### src/rtl/connect4_pkg.sv
// Shared Connect-4 geometry, colour encoding and scan directions.
// Also holds the cell-index mapping and a saturating 4-bit score increment.
package connect4_pkg;

    localparam int COLS  = 7;
    localparam int ROWS  = 6;
    localparam int CELLS = 42;

    localparam logic YELLOW = 1'b0;
    localparam logic RED    = 1'b1;

    typedef enum logic [1:0] {
        DIR_R  = 2'd0,
        DIR_U  = 2'd1,
        DIR_UR = 2'd2,
        DIR_DR = 2'd3
    } dir_e;

    function automatic logic [5:0] cell_idx(input int col, input int row);
        return 6'(col * ROWS + row);
    endfunction

    function automatic logic [3:0] sat_inc4(input logic [3:0] v);
        return (v == 4'd15) ? v : v + 4'd1;
    endfunction

endpackage

### src/rtl/c4_line_check.sv
// Combinational check of the four lines of four that start at one anchor cell.
// A line only counts if its far end is on the board and all four cells share one colour.
module c4_line_check
    import connect4_pkg::*;
(
    input  logic [CELLS-1:0] occupied,
    input  logic [CELLS-1:0] color,
    input  logic [2:0]       anchor_col,
    input  logic [2:0]       anchor_row,
    output logic             hit_red,
    output logic             hit_yellow
);

    int         dc;
    int         dr;
    int         end_c;
    int         end_r;
    logic       in_bounds;
    logic       all_occ;
    logic       all_red;
    logic       all_yel;
    logic [5:0] idx;

    // Evaluate right, up, up-right and down-right lines from the anchor.
    always_comb begin
        hit_red    = 1'b0;
        hit_yellow = 1'b0;
        dc         = 0;
        dr         = 0;
        end_c      = 0;
        end_r      = 0;
        in_bounds  = 1'b0;
        all_occ    = 1'b0;
        all_red    = 1'b0;
        all_yel    = 1'b0;
        idx        = 6'd0;
        for (int d = 0; d < 4; d++) begin
            case (dir_e'(d))
                DIR_R:   begin dc = 1; dr = 0;  end
                DIR_U:   begin dc = 0; dr = 1;  end
                DIR_UR:  begin dc = 1; dr = 1;  end
                DIR_DR:  begin dc = 1; dr = -1; end
                default: begin dc = 0; dr = 0;  end
            endcase
            end_c     = int'(anchor_col) + 3 * dc;
            end_r     = int'(anchor_row) + 3 * dr;
            in_bounds = (end_c >= 0) && (end_c < COLS) && (end_r >= 0) && (end_r < ROWS);
            all_occ   = in_bounds;
            all_red   = in_bounds;
            all_yel   = in_bounds;
            for (int k = 0; k < 4; k++) begin
                if (in_bounds) begin
                    idx     = cell_idx(int'(anchor_col) + k * dc, int'(anchor_row) + k * dr);
                    all_occ = all_occ & occupied[idx];
                    all_red = all_red & color[idx];
                    all_yel = all_yel & ~color[idx];
                end else begin
                    idx = 6'd0;
                end
            end
            hit_red    = hit_red | (all_occ & all_red);
            hit_yellow = hit_yellow | (all_occ & all_yel);
        end
    end

endmodule

### src/rtl/connect4_win_detector.sv
// Snapshots the board after each move, scans all 42 anchors one per cycle and
// reports sticky win/draw/game-over flags plus saturating per-colour scores.
module connect4_win_detector
    import connect4_pkg::*;
(
    input  logic             clk,
    input  logic             reset,
    input  logic             start,
    input  logic             mover,
    input  logic [CELLS-1:0] occupied,
    input  logic [CELLS-1:0] color,
    input  logic             clear_game,
    input  logic             clear_score,
    output logic             busy,
    output logic             result_valid,
    output logic             red_win,
    output logic             yellow_win,
    output logic             draw,
    output logic             game_over,
    output logic [3:0]       score_red,
    output logic [3:0]       score_yellow
);

    localparam logic [1:0] ST_IDLE = 2'd0;
    localparam logic [1:0] ST_SCAN = 2'd1;
    localparam logic [1:0] ST_DONE = 2'd2;

    logic [1:0]       state_q, state_d;
    logic [2:0]       col_q, col_d;
    logic [2:0]       row_q, row_d;
    logic [CELLS-1:0] snap_occ_q, snap_occ_d;
    logic [CELLS-1:0] snap_color_q, snap_color_d;
    logic             snap_mover_q, snap_mover_d;
    logic             acc_r_q, acc_r_d;
    logic             acc_y_q, acc_y_d;
    logic             busy_q, busy_d;
    logic             valid_q, valid_d;
    logic             red_q, red_d;
    logic             yel_q, yel_d;
    logic             draw_q, draw_d;
    logic             over_q, over_d;
    logic [3:0]       score_r_q, score_r_d;
    logic [3:0]       score_y_q, score_y_d;

    logic hit_red_s, hit_yellow_s;
    logic last_anchor_s, publish_s;
    logic fin_r_s, fin_y_s, full_s;
    logic credit_r_s, credit_y_s;

    c4_line_check u_line_check (
        .occupied   (snap_occ_q),
        .color      (snap_color_q),
        .anchor_col (col_q),
        .anchor_row (row_q),
        .hit_red    (hit_red_s),
        .hit_yellow (hit_yellow_s)
    );

    assign last_anchor_s = (col_q == 3'(COLS - 1)) && (row_q == 3'(ROWS - 1));
    assign publish_s     = (state_q == ST_SCAN) && last_anchor_s;
    assign fin_r_s       = acc_r_q | hit_red_s;
    assign fin_y_s       = acc_y_q | hit_yellow_s;
    assign full_s        = &snap_occ_q;
    // When both colours hold a four (possible after a pop) only the mover scores.
    assign credit_r_s    = fin_r_s & (~fin_y_s | (snap_mover_q == RED));
    assign credit_y_s    = fin_y_s & (~fin_r_s | (snap_mover_q == YELLOW));

    // Next-state logic for FSM, anchor counter, snapshot, flags and scores.
    always_comb begin
        state_d      = state_q;
        col_d        = col_q;
        row_d        = row_q;
        snap_occ_d   = snap_occ_q;
        snap_color_d = snap_color_q;
        snap_mover_d = snap_mover_q;
        acc_r_d      = acc_r_q;
        acc_y_d      = acc_y_q;
        red_d        = red_q;
        yel_d        = yel_q;
        draw_d       = draw_q;
        over_d       = over_q;
        score_r_d    = score_r_q;
        score_y_d    = score_y_q;

        case (state_q)
            ST_IDLE: begin
                if (start) begin
                    state_d      = ST_SCAN;
                    snap_occ_d   = occupied;
                    snap_color_d = color;
                    snap_mover_d = mover;
                    col_d        = 3'd0;
                    row_d        = 3'd0;
                    acc_r_d      = 1'b0;
                    acc_y_d      = 1'b0;
                end else begin
                    state_d = ST_IDLE;
                end
            end
            ST_SCAN: begin
                acc_r_d = fin_r_s;
                acc_y_d = fin_y_s;
                if (last_anchor_s) begin
                    state_d = ST_DONE;
                end else if (row_q == 3'(ROWS - 1)) begin
                    row_d = 3'd0;
                    col_d = col_q + 3'd1;
                end else begin
                    row_d = row_q + 3'd1;
                end
            end
            ST_DONE: state_d = ST_IDLE;
            default: state_d = ST_IDLE;
        endcase

        busy_d  = (state_d != ST_IDLE);
        valid_d = publish_s;

        if (clear_game) begin
            red_d  = 1'b0;
            yel_d  = 1'b0;
            draw_d = 1'b0;
            over_d = 1'b0;
        end else if (publish_s) begin
            red_d  = fin_r_s;
            yel_d  = fin_y_s;
            draw_d = full_s & ~fin_r_s & ~fin_y_s;
            over_d = fin_r_s | fin_y_s | full_s;
        end else begin
            red_d = red_q;
        end

        if (clear_score) begin
            score_r_d = 4'd0;
            score_y_d = 4'd0;
        end else if (publish_s) begin
            score_r_d = credit_r_s ? sat_inc4(score_r_q) : score_r_q;
            score_y_d = credit_y_s ? sat_inc4(score_y_q) : score_y_q;
        end else begin
            score_r_d = score_r_q;
        end
    end

    // State registers with synchronous active-high reset.
    always_ff @(posedge clk) begin
        if (reset) begin
            state_q      <= ST_IDLE;
            col_q        <= 3'd0;
            row_q        <= 3'd0;
            snap_occ_q   <= '0;
            snap_color_q <= '0;
            snap_mover_q <= 1'b0;
            acc_r_q      <= 1'b0;
            acc_y_q      <= 1'b0;
            busy_q       <= 1'b0;
            valid_q      <= 1'b0;
            red_q        <= 1'b0;
            yel_q        <= 1'b0;
            draw_q       <= 1'b0;
            over_q       <= 1'b0;
            score_r_q    <= 4'd0;
            score_y_q    <= 4'd0;
        end else begin
            state_q      <= state_d;
            col_q        <= col_d;
            row_q        <= row_d;
            snap_occ_q   <= snap_occ_d;
            snap_color_q <= snap_color_d;
            snap_mover_q <= snap_mover_d;
            acc_r_q      <= acc_r_d;
            acc_y_q      <= acc_y_d;
            busy_q       <= busy_d;
            valid_q      <= valid_d;
            red_q        <= red_d;
            yel_q        <= yel_d;
            draw_q       <= draw_d;
            over_q       <= over_d;
            score_r_q    <= score_r_d;
            score_y_q    <= score_y_d;
        end
    end

    assign busy         = busy_q;
    assign result_valid = valid_q;
    assign red_win      = red_q;
    assign yellow_win   = yel_q;
    assign draw         = draw_q;
    assign game_over    = over_q;
    assign score_red    = score_r_q;
    assign score_yellow = score_y_q;

endmodule

### config.mk
export PLATFORM = sky130hd
export DESIGN_NAME = connect4_win_detector
export DESIGN_NICKNAME = d
export VERILOG_FILES = /design/src/rtl/connect4_pkg.sv /design/src/rtl/c4_line_check.sv /design/src/rtl/connect4_win_detector.sv
export SDC_FILE = /design/constraint.sdc
export NUM_CORES = 1
export LEC_CHECK = 0
export BUFFER_PORTS_ARGS = -buffer_cell sky130_fd_sc_hd__buf_4
export CAP_MARGIN = 5
export CORE_AREA = 2 2 138 241
export DETAILED_ROUTE_END_ITERATION = 16
export DIE_AREA = 0 0 140 243
export GPL_TIMING_DRIVEN = 0
export PLACE_DENSITY = 0.58
export REMOVE_ABC_BUFFERS = 1
export SLEW_MARGIN = 5
export SYNTH_ARGS = -nofsm -noshare
export SYNTH_HDL_FRONTEND = slang
export SYNTH_SLANG_ARGS = --single-unit
### constraint.sdc
create_clock -name clk -period 5.57 [get_ports clk]
set_clock_uncertainty 0.15 [all_clocks]
set_input_delay 0.8355 -clock clk [delete_from_list [all_inputs] [get_ports clk]]
set_output_delay 0.8355 -clock clk [all_outputs]
set_load 0.05 [all_outputs]
* Word level (Yosys, flattened, before mapping)
Index checks and enable logic that the tools add are counted.
** Word-level totals
- Register bits after elaboration :: 109
- Bits of input ports :: 90
** Cells by class
- Bitwise gates (word level) :: 90
- Mux-type cells :: 113
- $add $sub $neg :: 26
- Order comparisons :: 23
- Equality and inequality tests :: 8
- Multiply operators :: 4
- Reduce and logical (&&, ||, !) cells :: 24
** Operators with widths (count)
- 1-bit binary-select mux with 6-bit select :: 26
- 6-bit by 7-bit < comparator with 1-bit output, second input constant :: 13
- 1-bit two-way mux :: 76
- 32-bit by 1-bit >= comparator with 1-bit output, second input constant :: 2
- 32-bit by 4-bit < comparator with 1-bit output, second input constant :: 2
- 1-bit bitwise AND :: 60
- 6-bit adder :: 8
- 42-bit AND reduction :: 1
- 32-bit by 3-bit multiplier with 5-bit output, second input constant :: 1
- 6-bit by 4-bit adder with 6-bit output :: 4
- 1-bit inverter :: 18
- 3-bit by 2-bit adder with 4-bit output, second input constant :: 4
- 3-bit two-way mux :: 5
- 1-bit logical AND :: 12
- 1-bit bitwise OR :: 12
- 3-bit one-hot mux with 2 select lines :: 2
- 4-bit by 2-bit multiplier with 5-bit output, second input constant :: 2
- 3-bit AND reduction :: 3
- 3-bit by 1-bit adder with 4-bit output, second input constant :: 2
- 4-bit by 1-bit adder with 4-bit output, second input constant :: 2
- 4-bit equality test, second input constant :: 2
- 3-bit by 1-bit adder with 3-bit output, second input constant :: 2
- 6-bit by 5-bit adder with 6-bit output :: 1
- 3-bit equality test, second input constant :: 2
- other kinds (18) :: 26

* Longest topological paths before layout
Gate-level depths: netlist of the first run.
- Depth in word-level cells :: 22
- Depth in mapped cells :: 24

* Hierarchy
A second synthesis of the first run with hierarchy kept.
** Unflattened totals
- Cell total of the unflattened synthesis :: 1359
- Area total of the unflattened synthesis :: 12739.7 sq um
** By module, submodules not included
- c4_line_check :: area an instance 8649.5 sq um, cells an instance 849, times used 1, seq. area each 0.0 sq um
- connect4_win_detector :: area an instance 4090.2 sq um, cells an instance 510, times used 1, seq. area each 2182.1 sq um

* Least setup slack after synthesis of the first run
OpenSTA, ideal clock, no wires.
- Path kind :: register to register
- From :: register col_q[0]
- To :: register score_r_q[3], in the netlist score_red[3]
- Arrival time :: 5.574 ns
- Clock period less this slack :: 5.793 ns
- Stages on the path, launching flop included :: 17
- Path slack :: -0.223 ns
- Data required time :: 5.350 ns
- Cell sequence :: dfxtp_1 -> buf_4 -> inv_1 -> ha_1 -> inv_1 -> fa_1 -> xor2_1 -> buf_2 -> mux4_2 -> a2111o_1 -> o211a_1 -> o2111ai_1 -> nor2_1 -> a221oi_1 -> a21oi_1 -> or4_1 -> a21oi_1
** On the way
- Cells in the longest elaborated chain, start to end :: 22
- Elaborated cells between the ends (all ways) :: 218
** RTL lines
- start: declaration :: line connect4_win_detector.sv:29 : logic [2:0] col_q, col_d;
- start signal: assignment :: line connect4_win_detector.sv:165 : col_q <= col_d;
- branches (longest 21 deep; another with 32-bit by 3-bit multiplier with 5-bit output)
- 3-bit AND reduction (no line) *
- end signal: assignment :: line connect4_win_detector.sv:178 : score_r_q <= score_r_d;
- end: declaration :: line connect4_win_detector.sv:42 : logic [3:0] score_r_q, score_r_d;
Every way passes the cells marked *. The select of a mux whose other input is x is not followed.
A chain may end at the register's enable or synchronous reset.

* Worst setup path after layout of the first run
- From :: register row_q[2]
- To :: register score_r_q[3], in the netlist score_red[3]
** On the way
- Cells in the longest elaborated chain, start to end :: 21
- Elaborated cells between the ends (all ways) :: 217
** RTL lines
- start: declaration :: line connect4_win_detector.sv:30 : logic [2:0] row_q, row_d;
- start signal: assignment :: line connect4_win_detector.sv:166 : row_q <= row_d;
- branches (longest 20 deep; another with 6-bit adder)
- 3-bit AND reduction (no line) *
Marked as above.

==> impl_metrics.tcl, run 1 <==
set metrics [dict create \
    synth_seq_area_share_pct 16.7 \
    reg2reg_slack_ns 0.17 \
    ir_drop_mv 0.170 \
    startpoint_type "flop" \
    syn_to_final_growth_pct 15.4 \
    num_vias 11700 \
    grt_pass1_vias 11700 \
    grtUsageTotal_pct 28.0 \
    syn-instance-count 1340 \
    n_antenna_cell 0 \
    rows 87 \
    synth_area_mm2 0.0130 \
    synth_edf_count 0 \
    firstDrtPassIters 11 \
    clock_path_buffers 2 \
    wl_um 47000 \
    reg2reg_depth 15 \
    final_core_util_pct 46.8 \
    max_cap_viol_count 0 \
    cp.depth 15 \
    yosys.area.top_type "mux4_2" \
    finalSetupViolations 0 \
    hold_viol 0 \
    worstPathCellList "inv_1 > ha_2 > inv_1 > xnor2_1 > ha_2 > a21oi_1 > xnor2_4 > mux2_2 > a21boi_0 > nand4_1 > a211oi_4 > a31oi_1 > o21a_4 > or4_1 > a21oi_1" \
    arrival_ns 5.58 \
    drc 4 \
    antenna_left 0 \
    cp-end-kind "flop" \
    post-synth-top-area-fraction_pct 31.4 \
    drt_iter0_drc 989 \
    cp_num_buf_inv 2 \
    grt_antenna_before_repair 0 \
    powerDensity_mw_per_mm2 212 \
    critPathRequiredTime_ns 5.75 \
    timing.fmax_mhz 185 \
    ys_warn_count 0 \
    dp_hpwl_um 34400 \
    crit_start "row_q[2]$_SDFFE_PP0P_" \
    drive_gt1_share_pct 30.3 \
    netlist_top_cells_count "241 x nand2_1, 182 x mux4_2, 131 x a21oi_1, 109 x dfxtp_1, 73 x mux2i_1" \
    failed_checks "design-rule violations" \
    cp_max_fo 14 \
    ys_types 72 \
    grt_max_degree 106 \
    period_minus_slack_ns 5.40 \
    top_usage_layer "met2" \
    critPathKind "flop to flop" \
    hold_buffers 0 \
    met1_usage_pct 30.4 \
    clk_latency_ns 0.39 \
    synth_most_common_cell "nand2_1" \
    htreeDepth 3 \
    hold_path.class "flop to flop" \
    grt_util_met3_pct 4.56 \
    grt_pass1_wl_um 71700 \
    crit_family "compound AO/OA/AOI/OAI gates" \
    synth_seq_cells 109 \
    worst_slew_pin_slew_ns 1.12 \
    p_leak_nw 5.57 \
    synthTopCellsByArea "mux4_2 31%, dfxtp_1 17%, nand2_1 6.9%" \
    viasPerCell 6.54 \
    die_y_um 243 \
    power_mw 3.19 \
    status "finished with violations" \
    crit_end "score_red[3]$_SDFFE_PP0P_" \
    floorplan.initialDensity_pct 40.6 \
    timing.rr.start "row_q[2]$_SDFFE_PP0P_" \
    fin_crit_sh_pct 97.0 \
    postSynth.asyncResetShare_pct 0 \
    port_buffers 103 \
    r2r-end "score_red[3]$_SDFFE_PP0P_" \
    wl_per_cell_um 26.3 \
    yosys_most_used_dff "dfxtp_1" \
    cts_num_sinks 109 \
    num_io_pins 104 \
    die-area_mm2 0.0340 \
    clkTransAtPathRegs_ns 0.07 \
    cts_tree "yes" \
    coreArea_mm2 0.0321 \
    avgSynthCellArea_um2 9.73 \
    cts_root_buf "clkbuf_16" \
    die_x_um 140 \
    slew_violations 0 \
    cp_slowest_cell "dfxtp_2" \
    grt.met2_usage_pct 49.0 \
    critPathMaxStageDelay_ns 0.57 \
    relSlewSlack_pct 24.7 \
    place_congestion 1.02 \
    cts_made_buffers 9 \
    grt-ovfl-total 0 \
    nets 1545 \
]
## worst min path at each step
stage / startpoint / endpoint / depth (start not counted)
after floorplan: acc_r_q$_SDFFE_PP0P_ / acc_r_q$_SDFFE_PP0P_ / 2
after global placement: snap_mover_q$_SDFFE_PP0P_ / snap_mover_q$_SDFFE_PP0P_ / 2
after detailed placement: snap_color_q[41]$_SDFFE_PP0P_ / snap_color_q[41]$_SDFFE_PP0P_ / 2
after CTS: snap_mover_q$_SDFFE_PP0P_ / snap_mover_q$_SDFFE_PP0P_ / 2
after global routing: snap_color_q[41]$_SDFFE_PP0P_ / snap_color_q[41]$_SDFFE_PP0P_ / 2
final: snap_mover_q$_SDFFE_PP0P_ / snap_mover_q$_SDFFE_PP0P_ / 2
## cells in the final DEF, fill, tap and decap left out, types with 22 or more instances in the layout
| cell | n |
|---|---|
| mux2i_1 | 72 |
| dfxtp_1 | 104 |
| nand2_1 | 241 |
| nor2_1 | 31 |
| inv_1 | 27 |
| buf_4 | 127 |
| ha_1 | 50 |
| xnor2_1 | 36 |
| o21ai_0 | 22 |
| a21oi_1 | 130 |
| mux4_2 | 182 |
## registers in the layout (all words and copies together), names as in the netlist, 2 cells and up
name and count:
snap_color_q 42, score_red 4, snap_occ_q 42, state_q 2
row_q 3, score_yellow 4, col_q 3
## report_power, final
group          leakage [nW]  internal [mW]  total [mW]  switching [mW]
clock                 0.144          0.350       0.678           0.328
combinational          4.53          0.753        1.61           0.854
sequential            0.895          0.816       0.909          0.0928
## area by class of cell
cell class | count | area [um2]
Fill cell | 3010 | 17100
Multi-Input combinational cell | 1086 | 10600
Sequential cell | 109 | 2190
Timing Repair Buffer | 145 | 1310
Tap cell | 400 | 500
Clock buffer | 9 | 225
Inverter | 30 | 124
Clock inverter | 6 | 76.3
Timing Repair inverter | 1 | 5.00
## worst register-to-register path: stages, from the launching register on
cell	delay, ns
dfxtp_2	0.57
inv_1	0.32
ha_2	0.54
inv_1	0.18
xnor2_1	0.17
ha_2	0.18
a21oi_1	0.40
xnor2_4	0.30
mux2_2	0.43
a21boi_0	0.40
nand4_1	0.23
a211oi_4	0.38
a31oi_1	0.24
o21a_4	0.22
or4_1	0.50
a21oi_1	0.14
## per-layer routing
| metal | share of wire (%) | wire [um] |
|---|---|---|
| met5 | 0 | 0 |
| met2 | 51 | 24200 |
| met3 | 5.7 | 2700 |
| met4 | 8.1 | 3810 |
| met1 | 35 | 16300 |
## kinds of logic after synthesis
group                    Yosys count  synth area share [%]
multiplexers                     271                  38.4
flip-flops                       109                  16.7
AO/OA/AOI/OAI                    271                  13.0
buffers and inverters            145                  4.81
AND/OR/NAND/NOR                  403                  14.2
adder cells (fa/ha/maj)           76                  8.04
XOR/XNOR                          65                  4.86
## stage by stage
| step | worst slack [ns] | cells | TNS (ns) | hold WS, ns | cell area [um2] |
|---|---|---|---|---|---|
| after floorplan | -5.85 | 1225 | -104.12 | 0.280 | 12500 |
| after global placement | -9.41 | 1728 | -417.01 | 0.310 | 13800 |
| after detailed placement | -2.16 | 1741 | -27.48 | 0.322 | 14100 |
| after CTS | 0.0116 | 1775 | 0 | 0.334 | 14800 |
| after global routing | -0.00332 | 1786 | -0.00332 | 0.355 | 15000 |
| final | 0.168 | 1786 | 0 | 0.339 | 15000 |
## what timing repair did
item	4_1_cts	5_1_grt
cloned	2	1
gates resized for setup	36	20
buffers inserted	17	10
pin swaps	6	8
setup endpoints to repair	14	13
(Power assumes the default switching activity.)
==> run 2, diff against run 1 <==
--- a/config.mk
+++ b/config.mk
@@ -11,7 +11,6 @@
 export DETAILED_ROUTE_END_ITERATION = 16
 export DIE_AREA = 0 0 140 243
 export GPL_TIMING_DRIVEN = 0
-export PLACE_DENSITY = 0.58
 export REMOVE_ABC_BUFFERS = 1
 export SLEW_MARGIN = 5
 export SYNTH_ARGS = -nofsm -noshare
==> impl_metrics.tcl, run 2 (synthesis gave the netlist of run 1 again) <==
set metrics [dict create \
    status "finished with violations" \
    failed_checks "design-rule violations" \
    nets 1545 \
    critPathKind "flop to flop" \
    setup_ws_ns 0.174 \
    antenna_left 0 \
    cts_root_buf "clkbuf_16" \
    coreArea_mm2 0.0321 \
    die-area_mm2 0.0340 \
    power_mw 3.16 \
    finalSetupViolations 0 \
    htreeDepth 3 \
    place_congestion 1.02 \
    post-place-ws_ns -2.50 \
    p_leak_nw 5.55 \
    viasPerCell 6.56 \
    cts_made_buffers 9 \
    hold_viol 0 \
    max_cap_viol_count 0 \
    wl_um 46800 \
    ir_drop_mv 0.163 \
    critPathMaxStageDelay_ns 0.64 \
    num_vias 11700 \
    drive_gt1_share_pct 30.6 \
    critPathRequiredTime_ns 5.76 \
    period_minus_slack_ns 5.40 \
    cts_tree "yes" \
    ff_latch_area_mm2 0.00220 \
    hold_buffers 0 \
    num_io_pins 104 \
    worstPathCellList "clkinvlp_4 > ha_4 > buf_12 > ha_1 > nand2_1 > fa_1 > inv_1 > ha_1 > a21oi_1 > xnor2_2 > nor3_1 > a2111o_1 > nor4_4 > a211oi_4 > o21a_4 > or4_1 > a21oi_1" \
    rows 87 \
    port_buffers 103 \
    worst_slew_pin_slew_ns 1.23 \
    arrival_ns 5.58 \
    hold_path.class "flop to flop" \
    relSlewSlack_pct 17.8 \
    top_regs "snap_color_q: 42 flops, snap_occ_q: 42 flops" \
    final_common_cell "nand2_1" \
    cp_num_buf_inv 3 \
    wl_per_cell_um 26.2 \
    cp_slowest_cell "fa_1" \
    fill_cells 3017 \
    startpoint_type "flop" \
    timing.fmax_mhz 185 \
    drt_iter0_drc 1121 \
    grt_max_degree 106 \
    floorplan.initialDensity_pct 40.6 \
    tns_ns 0 \
    grt_antenna_before_repair 0 \
    powerDensity_mw_per_mm2 210 \
    drc 4 \
    syn_to_final_growth_pct 15.3 \
    slew_violations 0 \
    clk_latency_ns 0.40 \
    n_antenna_cell 0 \
    cts_num_sinks 109 \
    grt_pass1_vias 11700 \
    die_x_um 140 \
    dp_hpwl_um 34200 \
    grt-ovfl-total 0 \
    clock_path_buffers 2 \
    grtUsageTotal_pct 27.6 \
    timing.hold.ws_ns 0.330 \
    firstDrtPassIters 13 \
    cp_max_fo 10 \
    final_cell_mix "241 x nand2_1, 182 x mux4_2, 131 x buf_4, 130 x a21oi_1, 104 x dfxtp_1" \
    final_core_util_pct 46.8 \
    clkTransAtPathRegs_ns 0.08 \
    die_y_um 243 \
    cp-end-kind "flop" \
    fin_crit_sh_pct 96.9 \
    crit_family "adder cells" \
    multi_input_area_mm2 0.0106 \
    grt_pass1_wl_um 71000 \
]
-- run 2: cell types whose count changed in the layout (fill, tap and decap cells not counted), moves of 2 or more --
cell        change
buf_4           +4
buf_8           -2
clkinvlp_4      +2
ha_2            -2
ha_4            +2
inv_6           +2
xor2_4          +2
-- run 2: worst paths after layout --
path,start,endpoint,slack [ns],cells after the start
setup reg to reg,col_q[1]$_SDFFE_PP0P_,score_red[3]$_SDFFE_PP0P_,0.17,17
hold / removal,snap_mover_q$_SDFFE_PP0P_,snap_mover_q$_SDFFE_PP0P_,0.33,2
setup / recovery,col_q[1]$_SDFFE_PP0P_,score_red[3]$_SDFFE_PP0P_,0.17,17
hold reg to reg,snap_mover_q$_SDFFE_PP0P_,snap_mover_q$_SDFFE_PP0P_,0.33,2
-- run 2: area by class of cell --
cell class              count  share of cell area (%)
multi-input cells        1086                    70.8
flip-flops and latches    109                    14.6
repair buffers            145                    8.43
well taps                 400                    3.33
clock buffers              10                    1.52
inverters                  30                   0.849
clock inverters             6                   0.383
repair inverters            1                  0.0333
-- run 2: report_power, final --
group,internal [mW],switching [mW]
Clock,0.312,0.355
Combinational,0.742,0.838
Sequential,0.815,0.0935
-- run 2: through the flow --
stage | area [um2] | instances
CTS | 14800 | 1775
finish | 15000 | 1787
global placement | 13800 | 1728
detailed placement | 14100 | 1740
global route | 15000 | 1787
floorplan | 12500 | 1225
-- run 2: worst reg2reg max path, cell delays in order, from the launching register on --
cell        delay, ns
dfxtp_4          0.44
clkinvlp_4       0.20
ha_4             0.30
buf_12           0.15
ha_1             0.28
nand2_1          0.06
fa_1             0.64
inv_1            0.12
ha_1             0.36
a21oi_1          0.12
xnor2_2          0.49
nor3_1           0.13
a2111o_1         0.40
nor4_4           0.44
a211oi_4         0.15
o21a_4           0.26
or4_1            0.51
a21oi_1          0.14
-- run 2: metal layers --
layer,wire [um],up-vias,global-route usage (%)
li1,-,5181,-
met1,16100,5821,30.6
met2,24100,557,47.9
met3,2580,163,3.71
met4,3950,0,20.7
met5,0,-,0
-- run 2: repair_timing --
item	CTS	global route
gates cloned	2	0
buffers inserted	17	12
gates resized for setup	41	23
pin swaps	5	7
hold endpoints to repair	0	0
setup endpoints to repair	14	11
